==> config.mk <==
export PLATFORM = sky130hd
export DESIGN_NAME = cim_vector_host_driver
export DESIGN_NICKNAME = d
export VERILOG_FILES = /design/src/rtl/cim_vector_host_driver.sv
export SDC_FILE = /design/constraint.sdc
export NUM_CORES = 1
export LEC_CHECK = 0
export CORE_MARGIN = 1.5
export CORE_UTILIZATION = 49
export CTS_BUF_LIST = sky130_fd_sc_hd__clkbuf_8
export CTS_CLUSTER_SIZE = 24
export DETAILED_ROUTE_END_ITERATION = 12
export PLACE_DENSITY = 0.82
export SLEW_MARGIN = 10
export SYNTH_ARGS = -nofsm -noshare
export SYNTH_HDL_FRONTEND = slang
export SYNTH_SLANG_ARGS = --single-unit
export TNS_END_PERCENT = 20
==> constraint.sdc <==
create_clock -name clk -period 1.78 [get_ports clk]
set_input_delay 0.356 -clock clk [delete_from_list [all_inputs] [get_ports clk]]
set_output_delay 0.356 -clock clk [all_outputs]
set_load 0.02 [all_outputs]
==> src/rtl/cim_vector_host_driver.sv <==
`default_nettype none
// ============================================================================
// Module      : cim_vector_host_driver
// Description : Host-side sequencer for the compute-in-SRAM MAC array.
//               Streams W/A operand pairs into the array lanes. Issues a
//               single READ_S and then captures the three serialized result
//               bytes. Presents the 19-bit dot product on a valid/ready port.
// Options     : CIM_LANE_MASK_EN adds a per-lane enable mask that is sampled
//               at start. Masked lanes are loaded with W=0 and consume no
//               stream bytes.
// Revision    : 1.0 - initial release
// ============================================================================
module cim_vector_host_driver #(
    parameter int LANES  = 8,
    parameter int RD_LAT = 2
) (
    input  logic             clk,
    input  logic             rst,
    input  logic             start,
    output logic             busy,
`ifdef CIM_LANE_MASK_EN
    input  logic [LANES-1:0] lane_mask,
`endif
    input  logic             op_valid,
    output logic             op_ready,
    input  logic [7:0]       op_data,
    output logic             res_valid,
    input  logic             res_ready,
    output logic [18:0]      res_data,
    output logic [1:0]       cim_op,
    output logic [5:0]       cim_addr,
    output logic [7:0]       cim_data,
    input  logic [7:0]       cim_rdata
);

    localparam logic [1:0] c_OP_LOAD_W = 2'b00;
    localparam logic [1:0] c_OP_LOAD_A = 2'b01;
    localparam logic [1:0] c_OP_READ_S = 2'b10;
    localparam logic [1:0] c_OP_NOP    = 2'b11;

    localparam logic [2:0] c_LAST_LANE = 3'(LANES - 1);

    // The wait counter counts down from RD_LAT-1 to 0. When it reaches 0,
    // the high byte arrives on the following cycle.
    localparam int               c_CNT_W     = (RD_LAT > 1) ? $clog2(RD_LAT) : 1;
    localparam logic [c_CNT_W-1:0] c_WAIT_INIT = c_CNT_W'(RD_LAT - 1);

    typedef enum logic [3:0] {
        S_IDLE   = 4'd0,
        S_LOAD_W = 4'd1,
        S_LOAD_A = 4'd2,
        S_READ   = 4'd3,
        S_WAIT   = 4'd4,
        S_CAP2   = 4'd5,
        S_CAP1   = 4'd6,
        S_CAP0   = 4'd7,
        S_DONE   = 4'd8
    } state_t;

    state_t               r_state;
    state_t               w_state_nxt;
    logic [2:0]           r_lane;
    logic [2:0]           w_lane_nxt;
    logic [c_CNT_W-1:0]   r_wait_cnt;

    logic [2:0]           r_hi;
    logic [7:0]           r_mid;
    logic                 r_res_valid;
    logic [18:0]          r_res_data;

    logic [1:0]           r_cim_op;
    logic [5:0]           r_cim_addr;
    logic [7:0]           r_cim_data;

    logic                 w_issue;
    logic [1:0]           w_issue_op;
    logic [7:0]           w_issue_data;
    logic                 w_op_ready;
    logic                 w_wait_load;
    logic                 w_wait_dec;
    logic                 w_cap_hi;
    logic                 w_cap_mid;
    logic                 w_res_set;
    logic                 w_res_clr;
    logic                 w_lane_on;
    logic                 w_last_lane;

`ifdef CIM_LANE_MASK_EN
    logic [7:0]           r_mask;

    // Capture the lane mask together with an accepted start.
    always_ff @(posedge clk) begin
        if (rst) begin
            r_mask <= '0;
        end else if (r_state == S_IDLE && start) begin
            r_mask <= 8'(lane_mask);
        end
    end

    assign w_lane_on = r_mask[r_lane];
`else
    assign w_lane_on = 1'b1;
`endif

    assign w_last_lane = (r_lane == c_LAST_LANE);

    // State and lane index registers.
    always_ff @(posedge clk) begin
        if (rst) begin
            r_state <= S_IDLE;
            r_lane  <= 3'd0;
        end else begin
            r_state <= w_state_nxt;
            r_lane  <= w_lane_nxt;
        end
    end

    // Next-state decode. This block also decides which array op is
    // launched next cycle and which capture and result strobes fire.
    always_comb begin
        w_state_nxt  = r_state;
        w_lane_nxt   = r_lane;
        w_op_ready   = 1'b0;
        w_issue      = 1'b0;
        w_issue_op   = c_OP_NOP;
        w_issue_data = r_cim_data;
        w_wait_load  = 1'b0;
        w_wait_dec   = 1'b0;
        w_cap_hi     = 1'b0;
        w_cap_mid    = 1'b0;
        w_res_set    = 1'b0;
        w_res_clr    = 1'b0;

        case (r_state)
            S_IDLE: begin
                if (start) begin
                    w_state_nxt = S_LOAD_W;
                    w_lane_nxt  = 3'd0;
                end
            end

            S_LOAD_W: begin
                if (!w_lane_on) begin
                    // A disabled lane still gets W cleared, so any stale
                    // weight from an earlier run contributes nothing.
                    w_issue      = 1'b1;
                    w_issue_op   = c_OP_LOAD_W;
                    w_issue_data = 8'd0;
                    if (w_last_lane) begin
                        w_state_nxt = S_READ;
                    end else begin
                        w_lane_nxt = r_lane + 3'd1;
                    end
                end else begin
                    w_op_ready = 1'b1;
                    if (op_valid) begin
                        w_issue      = 1'b1;
                        w_issue_op   = c_OP_LOAD_W;
                        w_issue_data = op_data;
                        w_state_nxt  = S_LOAD_A;
                    end
                end
            end

            S_LOAD_A: begin
                w_op_ready = 1'b1;
                if (op_valid) begin
                    w_issue      = 1'b1;
                    w_issue_op   = c_OP_LOAD_A;
                    w_issue_data = op_data;
                    if (w_last_lane) begin
                        w_state_nxt = S_READ;
                    end else begin
                        w_lane_nxt  = r_lane + 3'd1;
                        w_state_nxt = S_LOAD_W;
                    end
                end
            end

            S_READ: begin
                w_issue     = 1'b1;
                w_issue_op  = c_OP_READ_S;
                w_wait_load = 1'b1;
                w_state_nxt = S_WAIT;
            end

            S_WAIT: begin
                if (r_wait_cnt == '0) begin
                    w_state_nxt = S_CAP2;
                end else begin
                    w_wait_dec = 1'b1;
                end
            end

            S_CAP2: begin
                w_cap_hi    = 1'b1;
                w_state_nxt = S_CAP1;
            end

            S_CAP1: begin
                w_cap_mid   = 1'b1;
                w_state_nxt = S_CAP0;
            end

            S_CAP0: begin
                w_res_set   = 1'b1;
                w_state_nxt = S_DONE;
            end

            S_DONE: begin
                if (res_ready) begin
                    w_res_clr   = 1'b1;
                    w_state_nxt = S_IDLE;
                end
            end

            default: begin
                w_state_nxt = S_IDLE;
            end
        endcase
    end

    // Registered array bus. A launched op is visible for exactly one
    // cycle; every other cycle carries NOP, and addr/data hold their values.
    always_ff @(posedge clk) begin
        if (rst) begin
            r_cim_op   <= c_OP_NOP;
            r_cim_addr <= 6'd0;
            r_cim_data <= 8'd0;
        end else begin
            r_cim_op <= w_issue ? w_issue_op : c_OP_NOP;
            if (w_issue) begin
                r_cim_addr <= {3'b000, r_lane};
                r_cim_data <= w_issue_data;
            end
        end
    end

    // Read-latency countdown between READ_S and the high byte.
    always_ff @(posedge clk) begin
        if (rst) begin
            r_wait_cnt <= '0;
        end else if (w_wait_load) begin
            r_wait_cnt <= c_WAIT_INIT;
        end else if (w_wait_dec) begin
            r_wait_cnt <= r_wait_cnt - 1'b1;
        end
    end

    // Byte capture and result assembly. hi[7:3] is always zero for legal
    // sums, so only hi[2:0] is kept.
    always_ff @(posedge clk) begin
        if (rst) begin
            r_hi        <= 3'd0;
            r_mid       <= 8'd0;
            r_res_valid <= 1'b0;
            r_res_data  <= 19'd0;
        end else begin
            if (w_cap_hi) begin
                r_hi <= cim_rdata[2:0];
            end
            if (w_cap_mid) begin
                r_mid <= cim_rdata;
            end
            if (w_res_set) begin
                r_res_data  <= {r_hi, r_mid, cim_rdata};
                r_res_valid <= 1'b1;
            end else if (w_res_clr) begin
                r_res_valid <= 1'b0;
            end
        end
    end

    assign busy      = (r_state != S_IDLE);
    assign op_ready  = w_op_ready;
    assign res_valid = r_res_valid;
    assign res_data  = r_res_data;
    assign cim_op    = r_cim_op;
    assign cim_addr  = r_cim_addr;
    assign cim_data  = r_cim_data;

endmodule
`default_nettype wire

* Yosys cells after proc, flatten, opt, wreduce, memory -nomap -nowiden
Index checks and enable logic that the tools add are counted.
** Operators by class
- $add $sub $neg :: 2
- Equal/unequal tests :: 15
- Muxes and demuxes :: 29
- Bitwise logic cells :: 1
- Reduce and logical (&&, ||, !) cells :: 10
** Operator list (count)
- $pmux W4 S9 :: 1
- $mux W4 :: 5
- $eq A4 B3 Y1 const B :: 4
- $mux W1 :: 14
- $ne A2 B2 Y1 const B :: 6
- $mux W3 :: 3
- $eq A4 B2 Y1 const B :: 2
- $mux W2 :: 3
- $pmux W2 S3 :: 1
- $pmux W3 S2 :: 1
- $reduce_bool A2 Y1 :: 3
- $reduce_and A5 Y1 :: 1
- $eq A4 B1 Y1 const B :: 1
- $eq A4 B4 Y1 const B :: 1
- $logic_not A4 Y1 :: 1
- $reduce_and A4 Y1 :: 1
- $reduce_bool A4 Y1 :: 1
- $reduce_or A2 Y1 :: 2
- $add A3 B1 Y3 const B :: 1
- $eq A3 B3 Y1 const B :: 1
- $reduce_and A3 Y1 :: 1
- $pmux W1 S2 :: 1
- $not A1 Y1 :: 1
- $sub A1 B1 Y1 const B :: 1
** Word-level totals
- Register bits after elaboration :: 52
- Bits of input ports :: 21

* Longest topological paths before layout
- Depth in word-level cells :: 5
- Mapped depth :: 6
- Depth with buffers taken out :: 6

* Worst setup path after synthesis
No wires, ideal clock.
- Path type :: register to register
- Start point :: register r_lane[0]
- End point :: register r_lane[0]
- Library setup time :: 0.071 ns
- Data arrival time :: 1.464 ns
- Path slack :: 0.246 ns
- Stages on the path, launching flop included :: 7
- Cell sequence :: dfxtp_1 -> ha_1 -> ha_1 -> and3b_1 -> o21ai_1 -> or3b_1 -> a21oi_1
** Between the ends
- Longest elaborated chain between the ends :: 4
- Elaborated cells on any way between the ends :: 7
- Classes of those cells :: 1 x add/sub; 2 x eq/ne; 3 x mux; 1 x reduce/logical
** Ends and longest elaborated chain
- start, declared :: RTL line 62 : logic [2:0] r_lane;
- start signal, assigned :: RTL line 114 : r_lane <= w_lane_nxt;
- $add A3 B1 Y3 :: RTL line 174 : w_lane_nxt = r_lane + 3'd1;
- $mux W3 :: RTL line 171 : if (w_last_lane) begin
- $mux W3 :: RTL line 167 : if (op_valid) begin
- $pmux W3 S2 :: RTL line 134 : case (r_state)
Several ways; a longest one is shown, not always the timed one. The select of a mux whose other input is x is not followed.
A chain may end at the register's enable or synchronous reset.

* Final worst setup path
- Start point :: register r_state[0]
- End point :: output op_ready
** Between the ends
- Longest elaborated chain between the ends :: 3
- Elaborated cells on any way between the ends :: 4
- Classes of those cells :: 2 x eq/ne; 1 x mux; 1 x reduce/logical
** Ends and longest elaborated chain
- start, declared :: RTL line 60 : state_t r_state;
- start signal, assigned :: RTL line 113 : r_state <= w_state_nxt;
- $eq A4 B2 Y1 or $eq A4 B1 Y1 (tied branches) :: RTL line 134
- $reduce_or A2 Y1 (no line) *
- $mux W1 *
- end, declared :: RTL line 25 : output logic op_ready,
Every way passes the cells marked *; elsewhere a longest branch is shown, timed or not.

==> metrics.log <==
[metrics] Top Family by Delay on Critical Path: flip-flops
[metrics] post-synthesis area per instance: 8.52 um^2
[metrics] later-pin clock latency in the skew report: 0.31 ns
[metrics] detailed-route wire length on metal 1: 2160 um
[metrics] P per Cell Area: 1080 nW/um^2
[metrics] global-route wire length before repair: 7400 um
[metrics] master cell of the clock root buffer: sky130_fd_sc_hd__clkbuf_8
[metrics] final weighted congestion in routability-driven placement: 0.777
[metrics] standard-cell rows: 23
[metrics] TritonCTS clock tree: built
[metrics] core occupancy in the finished layout: 70.5%
[metrics] Fin Clk Skew: 0.0109 ns
[metrics] maximum number of pins on one net before global-route repair: 35
[metrics] clock buffers created by TritonCTS: 5
[metrics] total iterations of the first detailed-routing run: 4
[metrics] detailed-route vias per instance: 5.21
[metrics] sequence of cells on the critical path: xnor2_1, nor3_2, clkdlybuf4s15_2
[metrics] level count of the clock H-tree: 2
[metrics] count of clock tree sinks: 52
[metrics] Worst R2R Path Depth: 5
[metrics] Worst Hold Path Cells: 2
[metrics] count of warnings emitted by yosys: 0
[metrics] cell area after synthesis: 2100 um^2
[metrics] via count of the first global-routing pass: 1,668
[metrics] Max-cap violations: 0
[metrics] fraction of final layout cells with drive strength greater than 1: 11.7%
[metrics] number of violations reported at the end of detailed-routing iteration 0: 138
[metrics] effective utilization at floorplan: 51.8%
[metrics] detailed-route wire length: 4640 um
[metrics] Routed wire per std cell: 13.0 um
[metrics] maximum single-stage delay on the critical path: 0.41 ns
[metrics] met3 WL post-DR: 297 um
[metrics] top-level I/O count: 59
[metrics] final setup vio count: 0
[metrics] highest layer used for signal routing: met4
[metrics] final-report hold violation count: 0
[metrics] sum of overflow across all layers after global routing: 0
[metrics] crit path max fanout: 6
[metrics] stages on the worst setup path: 3
[metrics] Worst setup EP type: output port
[metrics] leakage power of the design: 1.10 nW
[metrics] Worst Hold Class: primary input to flip-flop
[metrics] clock transition at the registers of the reported paths: 0.10 ns
[metrics] slowest library cell on the worst path: sky130_fd_sc_hd__dfxtp_2
[metrics] number of vias after detailed routing: 1,860
[metrics] antenna violations before repair: 0
[metrics] detailed-route DRC error count: 0
[metrics] Overall Global Routing Usage: 21.2%
[metrics] required time at the worst-slack endpoint: 1.42 ns
[metrics] synthesis-to-layout area growth: 36.0%
[metrics] Period Utilization, post-route: 95.4%
[metrics] HPWL after DPL: 3250 um
[metrics] type of the setup path with the least slack: flip-flop to output port
[metrics] TNS Setup: 0 ns
[metrics] I/O Buffers: 55
[metrics] DIE AREA: 4690 um^2
[metrics] Crit path buffers/inverters: 1
[metrics] number of distinct standard cells referenced by the synthesized netlist: 38
[metrics] number of inserted diodes: 0
[metrics] count of hold-fix buffers inserted at cts: 0
[metrics] Die Ht: 68.5 um
[metrics] core region area: 4060 um^2
[metrics] Worst VDD drop: 0.684 mV
[metrics] final count of pins violating max slew: 0
[metrics] post-synthesis sequential element count: 52
[metrics] chip width: 68.5 um
[metrics] fraction of post-synthesis cell area in the top cell type by area: 49.5%
[metrics] post-synthesis sequential area ratio: 49.5%
[metrics] time the worst path needs with I/O delays and setup: 1.70 ns
[metrics] DR WL met2: 2110 um
[metrics] post-route worst hold slack: 0.447 ns
[metrics] Worst setup SP type: flip-flop
[metrics] Total Nets Final: 329
[metrics] achievable clock frequency: 589 MHz
[metrics] crit path DAT: 1.34 ns
[metrics] cell accounting for the most synthesized area: sky130_fd_sc_hd__dfxtp_1
[metrics] number of nets still failing antenna checks after routing: 0
[metrics] Max Buffers Root-to-Sink: 2
[metrics] cell types with the largest area share after synthesis: sky130_fd_sc_hd__dfxtp_1, sky130_fd_sc_hd__nand2_1, sky130_fd_sc_hd__a21oi_1
[metrics] Gate Count Post-Synth: 247
[metrics] run status: complete, no violations
-- logic make-up (layout without fill, tap and decap cells) --
family,Yosys count,in the layout,share of synthesized area [%]
AND/OR/NAND/NOR,104,104,22.7
adder cells (fa/ha/maj),3,3,1.67
buffers and inverters,25,83,6.01
XOR/XNOR,2,2,0.833
other,1,3,0.178
multiplexers,13,13,6.19
AO/OA/AOI/OAI,47,47,13.0
flip-flops,52,52,49.5
-- cell type report --
type | count | area, um^2
clock buffer | 5 | 68.8
clock inverter | 3 | 22.5
fill | 342 | 1200
inverter | 3 | 11.3
multi-input combinational | 172 | 963
sequential | 52 | 1040
tap | 50 | 62.6
timing repair buffer | 72 | 687
-- sequential cells by signal, indices dropped and copies added (netlist names) --
signal and count:
cim_addr 3, cim_data 8, cim_op 2, r_hi 3, r_lane 3, r_mid 8, r_state 4, r_wait_cnt 1
res_data 19, res_valid 1
-- power by group --
group          switching (mW)  internal (mW)  leakage, nW  total (mW)
clock network           0.398          0.282       0.0485       0.680
registers              0.0731           1.25        0.421        1.32
logic                   0.533          0.565        0.628        1.10
-- worst reg2reg max path: cells and delay by family (launching register included) --
kind                   cells  cell delay [ns]
DFF                        1             0.39
and+or+nand+nor            3             0.85
AOI/OAI and AO/OA          1             0.13
buffers and inverters      1             0.18
-- synthesized netlist by cell type (all sizes together) --
master    n
nor3b     1
inv       3
o21a      1
nor2b     2
maj3      1
o21ai     3
conb      1
a2111oi   1
mux2i    13
dfxtp    52
xor2      1
nand2b    1
or3       1
xnor2     1
nor3      4
nand3b    3
o31ai     2
and3      3
or3b      1
nand2    60
a32o      1
nor4b     2
a2bb2oi   1
nor4      1
and3b     2
ha        2
or4       1
clkbuf   10
nand3     4
buf      12
a22o      1
a21oi    35
o2111ai   2
nor2     18
-- through the flow --
stage	total power, mW	area (um^2)	setup WS, ns	cells
final	3.10	2860	0.0826	357
after global routing	3.26	2860	-0.00218	357
after CTS	3.08	2840	0.0185	357
after detailed placement	2.40	2740	0.0157	349
after global placement	2.38	2740	0.0545	349
after floorplan	1.95	2110	0.246	249
-- routing by layer --
metal / track usage (%) / vias up
met5: 0 / -
met4: 9.00 / 0
met3: 6.66 / 5
met2: 32.3 / 49
met1: 27.5 / 865
li1: - / 941
-- layout by cell type, fill, tap and decap left out, types with 2 or more instances in the layout --
cell	n
sky130_fd_sc_hd__nand2_1	60
sky130_fd_sc_hd__clkdlybuf4s50_1	52
sky130_fd_sc_hd__dfxtp_1	49
sky130_fd_sc_hd__a21oi_1	35
sky130_fd_sc_hd__nor2_1	18
sky130_fd_sc_hd__buf_4	16
sky130_fd_sc_hd__mux2i_1	13
sky130_fd_sc_hd__clkbuf_8	5
sky130_fd_sc_hd__nand3_1	4
sky130_fd_sc_hd__inv_1	3
sky130_fd_sc_hd__nand3b_1	3
sky130_fd_sc_hd__and3_1	3
sky130_fd_sc_hd__conb_1	3
sky130_fd_sc_hd__dfxtp_2	3
sky130_fd_sc_hd__nor3_2	2
sky130_fd_sc_hd__and3b_1	2
sky130_fd_sc_hd__o21ai_1	2
sky130_fd_sc_hd__o2111ai_1	2
sky130_fd_sc_hd__o31ai_1	2
sky130_fd_sc_hd__nor3_1	2
sky130_fd_sc_hd__nor4b_1	2
sky130_fd_sc_hd__ha_1	2
-- what timing repair did --
item                       in CTS  in global routing
gates resized for setup         7                  5
pin swaps                       0                  0
cloned                          0                  0
setup endpoints to repair       2                  3
buffers inserted                0                  0
-- final timing paths --
| path | start | end | slack (ns) |
|---|---|---|---|
| worst max register to register | r_state[1]$_SDFFE_PP0P_ | r_lane[0]$_SDFFE_PP0P_ | 0.16 |
| worst max-delay path | r_state[0]$_SDFFE_PP0P_ | op_ready | 0.08 |
| worst min-delay path | rst | cim_addr[2]$_SDFFE_PP0P_ | 0.45 |
| worst min register to register | r_mid[3]$_SDFFE_PP0P_ | res_data[11]$_SDFFE_PP0P_ | 0.46 |
No activity file was read; power rests on OpenSTA's default activity.
